**src/rtl/serial_adder.sv**
```systemverilog
// serial_adder: bit-serial adder built from one full-adder cell and a carry
// flip-flop. An accepted start loads the operands; one sum bit is produced per
// clock and the WIDTH-bit result plus carry-out are registered on the edge
// that enters DONE.
//
// Optional feature: define SERIAL_ADDER_OVERFLOW_EN to add the registered
// signed-overflow output. Without it there is no overflow port or logic.
//
// state | meaning
// ------+------------------------------------------------------------
// IDLE  | waiting for start; operands, carry-in and counter load on start
// SHIFT | one bit per clock through the full-adder cell; busy is high
// DONE  | result registered; done pulses for this single cycle

module serial_adder_fa (
  input  logic x,
  input  logic y,
  input  logic ci,
  output logic s,
  output logic co
);

  // single full-adder cell: sum bit and majority carry
  always_comb begin
    s  = x ^ y ^ ci;
    co = (x & y) | (x & ci) | (y & ci);
  end

endmodule

module serial_adder #(
  parameter int WIDTH = 8
) (
  input  logic             clk,
  input  logic             rst,
  input  logic             start,
  input  logic [WIDTH-1:0] a,
  input  logic [WIDTH-1:0] b,
  input  logic             cin,
  output logic             busy,
  output logic             done,
  output logic [WIDTH-1:0] sum,
  output logic             cout
`ifdef SERIAL_ADDER_OVERFLOW_EN
  ,
  output logic             overflow
`endif
);

  localparam int CW = (WIDTH > 1) ? $clog2(WIDTH) : 1;
  localparam logic [CW-1:0] LAST_BIT = CW'(WIDTH - 1);

  typedef enum logic [1:0] {
    IDLE  = 2'd0,
    SHIFT = 2'd1,
    DONE  = 2'd2
  } state_t;

  state_t state_q;
  state_t state_d;

  logic [WIDTH-1:0] sa;
  logic [WIDTH-1:0] sb;
  logic [WIDTH-1:0] ss;
  logic [WIDTH-1:0] ss_next;
  logic             c;
  logic [CW-1:0]    cnt;

  logic load;
  logic finish;
  logic s_bit;
  logic co_bit;

  // the LSB of ss falls off the end of the shift and is never read
  logic unused_ss_lsb;
  assign unused_ss_lsb = ss[0];

  serial_adder_fa u_fa (
    .x  (sa[0]),
    .y  (sb[0]),
    .ci (c),
    .s  (s_bit),
    .co (co_bit)
  );

  // new sum bit enters at the MSB; after WIDTH shifts this is the full result
  assign ss_next = {s_bit, ss[WIDTH-1:1]};

  // state register
  always_ff @(posedge clk or posedge rst) begin
    if (rst) begin
      state_q <= IDLE;
    end else begin
      state_q <= state_d;
    end
  end

  // next-state and controller outputs
  always_comb begin
    state_d = state_q;
    busy    = 1'b0;
    done    = 1'b0;
    load    = 1'b0;
    finish  = 1'b0;
    case (state_q)
      IDLE: begin
        if (start) begin
          load    = 1'b1;
          state_d = SHIFT;
        end
      end
      SHIFT: begin
        busy = 1'b1;
        if (cnt == LAST_BIT) begin
          finish  = 1'b1;
          state_d = DONE;
        end
      end
      DONE: begin
        done    = 1'b1;
        state_d = IDLE;
      end
      default: begin
        state_d = IDLE;
      end
    endcase
  end

  // operand/sum shift registers, carry flop and bit counter
  always_ff @(posedge clk or posedge rst) begin
    if (rst) begin
      sa  <= '0;
      sb  <= '0;
      ss  <= '0;
      c   <= 1'b0;
      cnt <= '0;
    end else if (load) begin
      sa  <= a;
      sb  <= b;
      c   <= cin;
      cnt <= '0;
    end else if (busy) begin
      sa  <= {1'b0, sa[WIDTH-1:1]};
      sb  <= {1'b0, sb[WIDTH-1:1]};
      ss  <= ss_next;
      c   <= co_bit;
      cnt <= cnt + CW'(1);
    end
  end

  // result registers: written only on the edge entering DONE
  always_ff @(posedge clk or posedge rst) begin
    if (rst) begin
      sum  <= '0;
      cout <= 1'b0;
    end else if (finish) begin
      sum  <= ss_next;
      cout <= co_bit;
    end
  end

`ifdef SERIAL_ADDER_OVERFLOW_EN
  // on the last bit, c is the carry into the MSB; differing from the carry out
  // of the MSB means the two's-complement result overflowed
  always_ff @(posedge clk or posedge rst) begin
    if (rst) begin
      overflow <= 1'b0;
    end else if (finish) begin
      overflow <= co_bit ^ c;
    end
  end
`endif

endmodule

```
**config.mk**
```make
export PLATFORM = sky130hd
export DESIGN_NAME = serial_adder
export DESIGN_NICKNAME = d
export VERILOG_FILES = /design/src/rtl/serial_adder.sv
export SDC_FILE = /design/constraint.sdc
export NUM_CORES = 1
export LEC_CHECK = 0
export CORE_MARGIN = 2
export CORE_UTILIZATION = 55
export DETAILED_ROUTE_END_ITERATION = 16
export HOLD_SLACK_MARGIN = 0.06
export PLACE_DENSITY = 0.82
export SLEW_MARGIN = 5
export SYNTH_ARGS = -nofsm -noshare
export SYNTH_HDL_FRONTEND = slang
export SYNTH_HIERARCHICAL = 1
export SYNTH_SLANG_ARGS = --single-unit
```
**constraint.sdc**
```tcl
create_clock -name clk -period 3.38 [get_ports clk]
set_input_delay 0.338 -clock clk [delete_from_list [all_inputs] [get_ports clk]]
set_output_delay 0.338 -clock clk [all_outputs]
set_load 0.05 [all_outputs]
```
Word-level counts from Yosys, hierarchy flattened
Cells that the tools add are included.
W data, S select, Z words.
{"block": "totals", "register_bits": 39, "latch_bits": 0, "ramBits": 0, "romBits": 0, "input_bits": 20, "out_inout_bits": 11, "word_cells": 43, "n_memories": 0}
{"block": "classes", "n_addsub": 1, "n_mul": 0, "n_div": 0, "magnitude_cmp": 0, "eq_ne": 5, "n_shift": 0, "mux": 17, "bitwise_logic": 8, "n_reduce_logical": 4}
{"op": "$mux W8", "count": 4}
{"op": "$mux W1", "count": 8}
{"op": "$mux W3", "count": 2}
{"op": "$mux W2", "count": 2}
{"op": "$ne A2 B2 Y1 const B", "count": 2}
{"op": "$pmux W2 S2", "count": 1}
{"op": "$reduce_and A2 Y1", "count": 2}
{"op": "$add A3 B1 Y3 const B", "count": 1}
{"op": "$and A1 B1 Y1", "count": 3}
{"op": "$eq A3 B3 Y1 const B", "count": 1}
{"op": "$eq A2 B1 Y1 const B", "count": 1}
{"op": "$eq A2 B2 Y1 const B", "count": 1}
{"op": "$logic_not A2 Y1", "count": 1}
{"op": "$or A1 B1 Y1", "count": 2}
{"op": "$reduce_bool A2 Y1", "count": 1}
{"op": "$xor A1 B1 Y1", "count": 2}
{"op": "$not A1 Y1", "count": 1}

Longest topological paths before layout
{"block": "depth", "depth_word": 5, "depth_mapped": 5, "depth_no_buf": 4}

Modules after synthesis
The synthesis kept the hierarchy.
{"module": "serial_adder", "n_inst": 1, "cells_each": 143, "area_each_um2": 1727.9, "seq_area_each_um2": 950.9}
{"module": "serial_adder_fa", "n_inst": 1, "cells_each": 1, "area_each_um2": 20.0, "seq_area_each_um2": 0.0}

Worst setup path after synthesis
Ideal clock, no wire load.
{"block": "synth_path", "path_type": "register to output", "start": "reg state_q[1]", "end": "out done", "arrival_time_ns": 1.453, "t_required_ns": 3.042, "path_slack_ns": 1.589, "path_stages_with_launch": 4, "path_buffers": 2, "path_cell_list": "dfrtp_1 buf_2 buf_4 nor2b_1"}
{"block": "synth_via", "elab_chain_cells": 2}
{"element": "from (decl)", "line_no": "59", "rtl": "state_t state_q;"}
{"element": "from (signal assigned)", "line_no": "94", "rtl": "state_q <= state_d;"}
{"element": "$eq A2 B2 Y1", "line_no": "105", "rtl": "case (state_q)"}
{"element": "$mux W1", "line_no": "105"}
{"element": "to (decl)", "line_no": "41", "rtl": "output logic done,"}
Every way passes these cells.

Final worst setup path
{"block": "layout_path", "start": "reg state_q[1]", "end": "out busy"}
{"block": "layout_via", "elab_chain_cells": 2}
{"element": "$eq A2 B1 Y1", "line_no": "105"}
{"element": "$mux W1", "line_no": "105"}
{"element": "to (decl)", "line_no": "40", "rtl": "output logic busy,"}
Every way passes these cells.

==> results.ini <==
[synth]
postSynthCellCount=144
synth-edff-count=0
seq_area_frac_synth_pct=54.40
synth_area_leaders=dfrtp_1 (54%), mux2_2 (11%), nor3b_1 (6.4%)
synth_seq_cells=38
synth.distinct_cells=21
avgSynthCellArea_sq_um=12.14
synth.most_common_cell=dfrtp_1
synth-main-ff-cell=dfrtp_1
yosys_warnings=6
synthTopCellsByCount=dfrtp_1 (38), inv_1 (18), mux2_2 (17)
synth_top_area_share_pct=54.40
postSynth.asyncResetShare_pct=100.0
yosysTopAreaCell=dfrtp_1
syn-num-nets=167
synth_area_sq_um=1748

[sta]
final.setup.worst_slack_ps=950.1
finalSetupTns_ps=0
worstMarginPinSlew_ps=618.7
finalSetupViolCount=0
report.final.slew_viol_count=0
hold_viol=0
timing.fmax_mhz=411.5
rsz0062_at_grt=false
finalClockSkew_ps=12.67
holdWs_ps=390.1
slew_headroom_pct=58.67
finalCritPeriodShare_pct=71.89
fin_crit_ps=2430

[setup_path]
criticalPathCategory=reg -> out
worstPathRequired_ps=3040
crit_buf_inv=1
path_max_fanout=12
cp.arrival_ps=2090
cp_slowest_cell=clkdlybuf4s50_1
end_kind=output pin
critPathTopFamily=buffers and inverters
worst_path_largest_cell_delay_ps=910
start_kind=register
path_cells=nor2b_2 -> clkdlybuf4s50_1

[clock_network]
cts_sinks=38
insertion_delay_ps=340
post_cts_resize_count=0
cts_tree=done
cts-root-buf=clkbuf_4
h-tree-depth=2
ctsHoldBuffers=0
numCtsBuffers=5
cts.clk_slew.worst_paths_ps=120
cts_setup_buffers=0
cts.path.max_buffers=2

[drt]
vias_per_cell=5.425
drt_first_pass_iters=4
routed_wl_mm=3.270
drtIter0Drc=41
ant_nets=0
drc_errors=0
wl_per_cell_um=14.93
vias=1188

[floorplanning]
initial_core_util_pct=57.73
pin_count=31
core_area_sq_um=3028
die_y_um=60.38
die_x_um=60.38
die_area_sq_um=3645
fp-row-count=20

[placed_design]
place_ws_ps=1210
post_dp_cell_area_sq_um=2079
place_congestion=0.7415
io_buffers=30
post-dp-hpwl_mm=2.283

[layout]
syn_to_final_growth_pct=22.62
layout-drive-gt1-share_pct=17.14
layout.nets=197
diodes=0
fin_area_sq_um=2143

[grt]
grt_overflow=0
antenna_found_initial=0
grt_pass1_vias=1196
use_met2_pct=34.01
track_usage_pct=19.88
use_met1_pct=23.38
grt_max_degree=39
gr-usage-met3_pct=6.183
grt_pass1_wl_mm=5.271
grt.busiest_layer=met2

[power]
power_density_nw_per_um2=928.8
finalPower_mw=1.991
max-vdd-ir-drop_mv=0.7634
total_leakage_power_nw=0.9147

[hold_path]
min_path_type=in -> async

[run_status]
outcome=completed

[job]
max_cap_viol_count=0

## layout make-up
class	instances	area, sq um
Tap cell	44	55.05
Sequential cell	38	950.9
Multi-Input combinational cell	77	675.6
Inverter	18	67.56
Clock buffer	6	51.30
Timing Repair Buffer	34	330.3
Clock inverter	2	12.51
Fill cell	236	884.6
## placed cells by master (no fill, tap or decap), drive strengths merged, types with 2 or more instances in the layout
cell type	count
dfrtp	38
clkdlybuf4s50	30
inv	18
mux2	17
nor3b	15
nor4b	11
a211oi	11
nor2b	6
clkbuf	6
a22o	4
buf	4
a221oi	3
nand2b	2
ha	2
## state kept, by name (all words and copies together), names as in the netlist
signal	count
cout	1
ss	7
sum	8
cnt	3
sa	8
sb	8
state_q	2
c	1
## cell families after synthesis
family                     Yosys count  share of synthesized area (%)
AOI/OAI and AO/OA                   21                          9.520
adders and majority gates            3                          2.577
buffers and inverters               29                          6.943
muxes                               17                          10.95
DFF                                 38                          54.40
and+or+nand+nor                     36                          15.60
## metal layers
layer	vias to the layer above	part of all wire, %	wire, um
li1	569	-	-
met1	592	43	1403
met2	22	51	1684
met3	5	4.3	139
met4	0	1.3	42
met5	-	0	0
## power by group
part	switching (mW)	total [mW]	internal (mW)	leakage [nW]
clock	0.147	0.247	0.100	0.0343
sequential	0.126	0.798	0.672	0.438
combinational	0.523	0.946	0.423	0.442
total	0.796	1.99	1.20	0.915
## worst register-to-register path: stages (launching register included)
cell      delay [ps]
dfrtp_1          410
ha_1             210
ha_1             200
nand3b_1         410
mux2_2           400
## final timing paths
check / startpoint / end / slack, ps / cells after the start
setup / recovery: state_q[1]$_DFFE_PP0P_ / busy / 950 / 2
hold / removal: rst / sum[5]$_DFFE_PP0P_ / 390 / 3
setup reg to reg: cnt[0]$_DFFE_PP0P_ / sum[0]$_DFFE_PP0P_ / 1630 / 4
hold reg to reg: ss[1]$_DFFE_PP0P_ / ss[1]$_DFFE_PP0P_ / 520 / 1
max in group asynchronous: rst / sa[4]$_DFFE_PP0P_ / 2650 / 3
min in group clk: ss[1]$_DFFE_PP0P_ / ss[1]$_DFFE_PP0P_ / 520 / 1
## through the flow
stage | utilization, % | cells
6_report | 70.79 | 219
3_3_place_gp | 68.68 | 211
5_1_grt | 70.79 | 219
4_1_cts | 70.79 | 219
2_1_floorplan | - | 144
3_5_place_dp | 68.68 | 211
No activity file was read; power rests on OpenSTA's default activity.
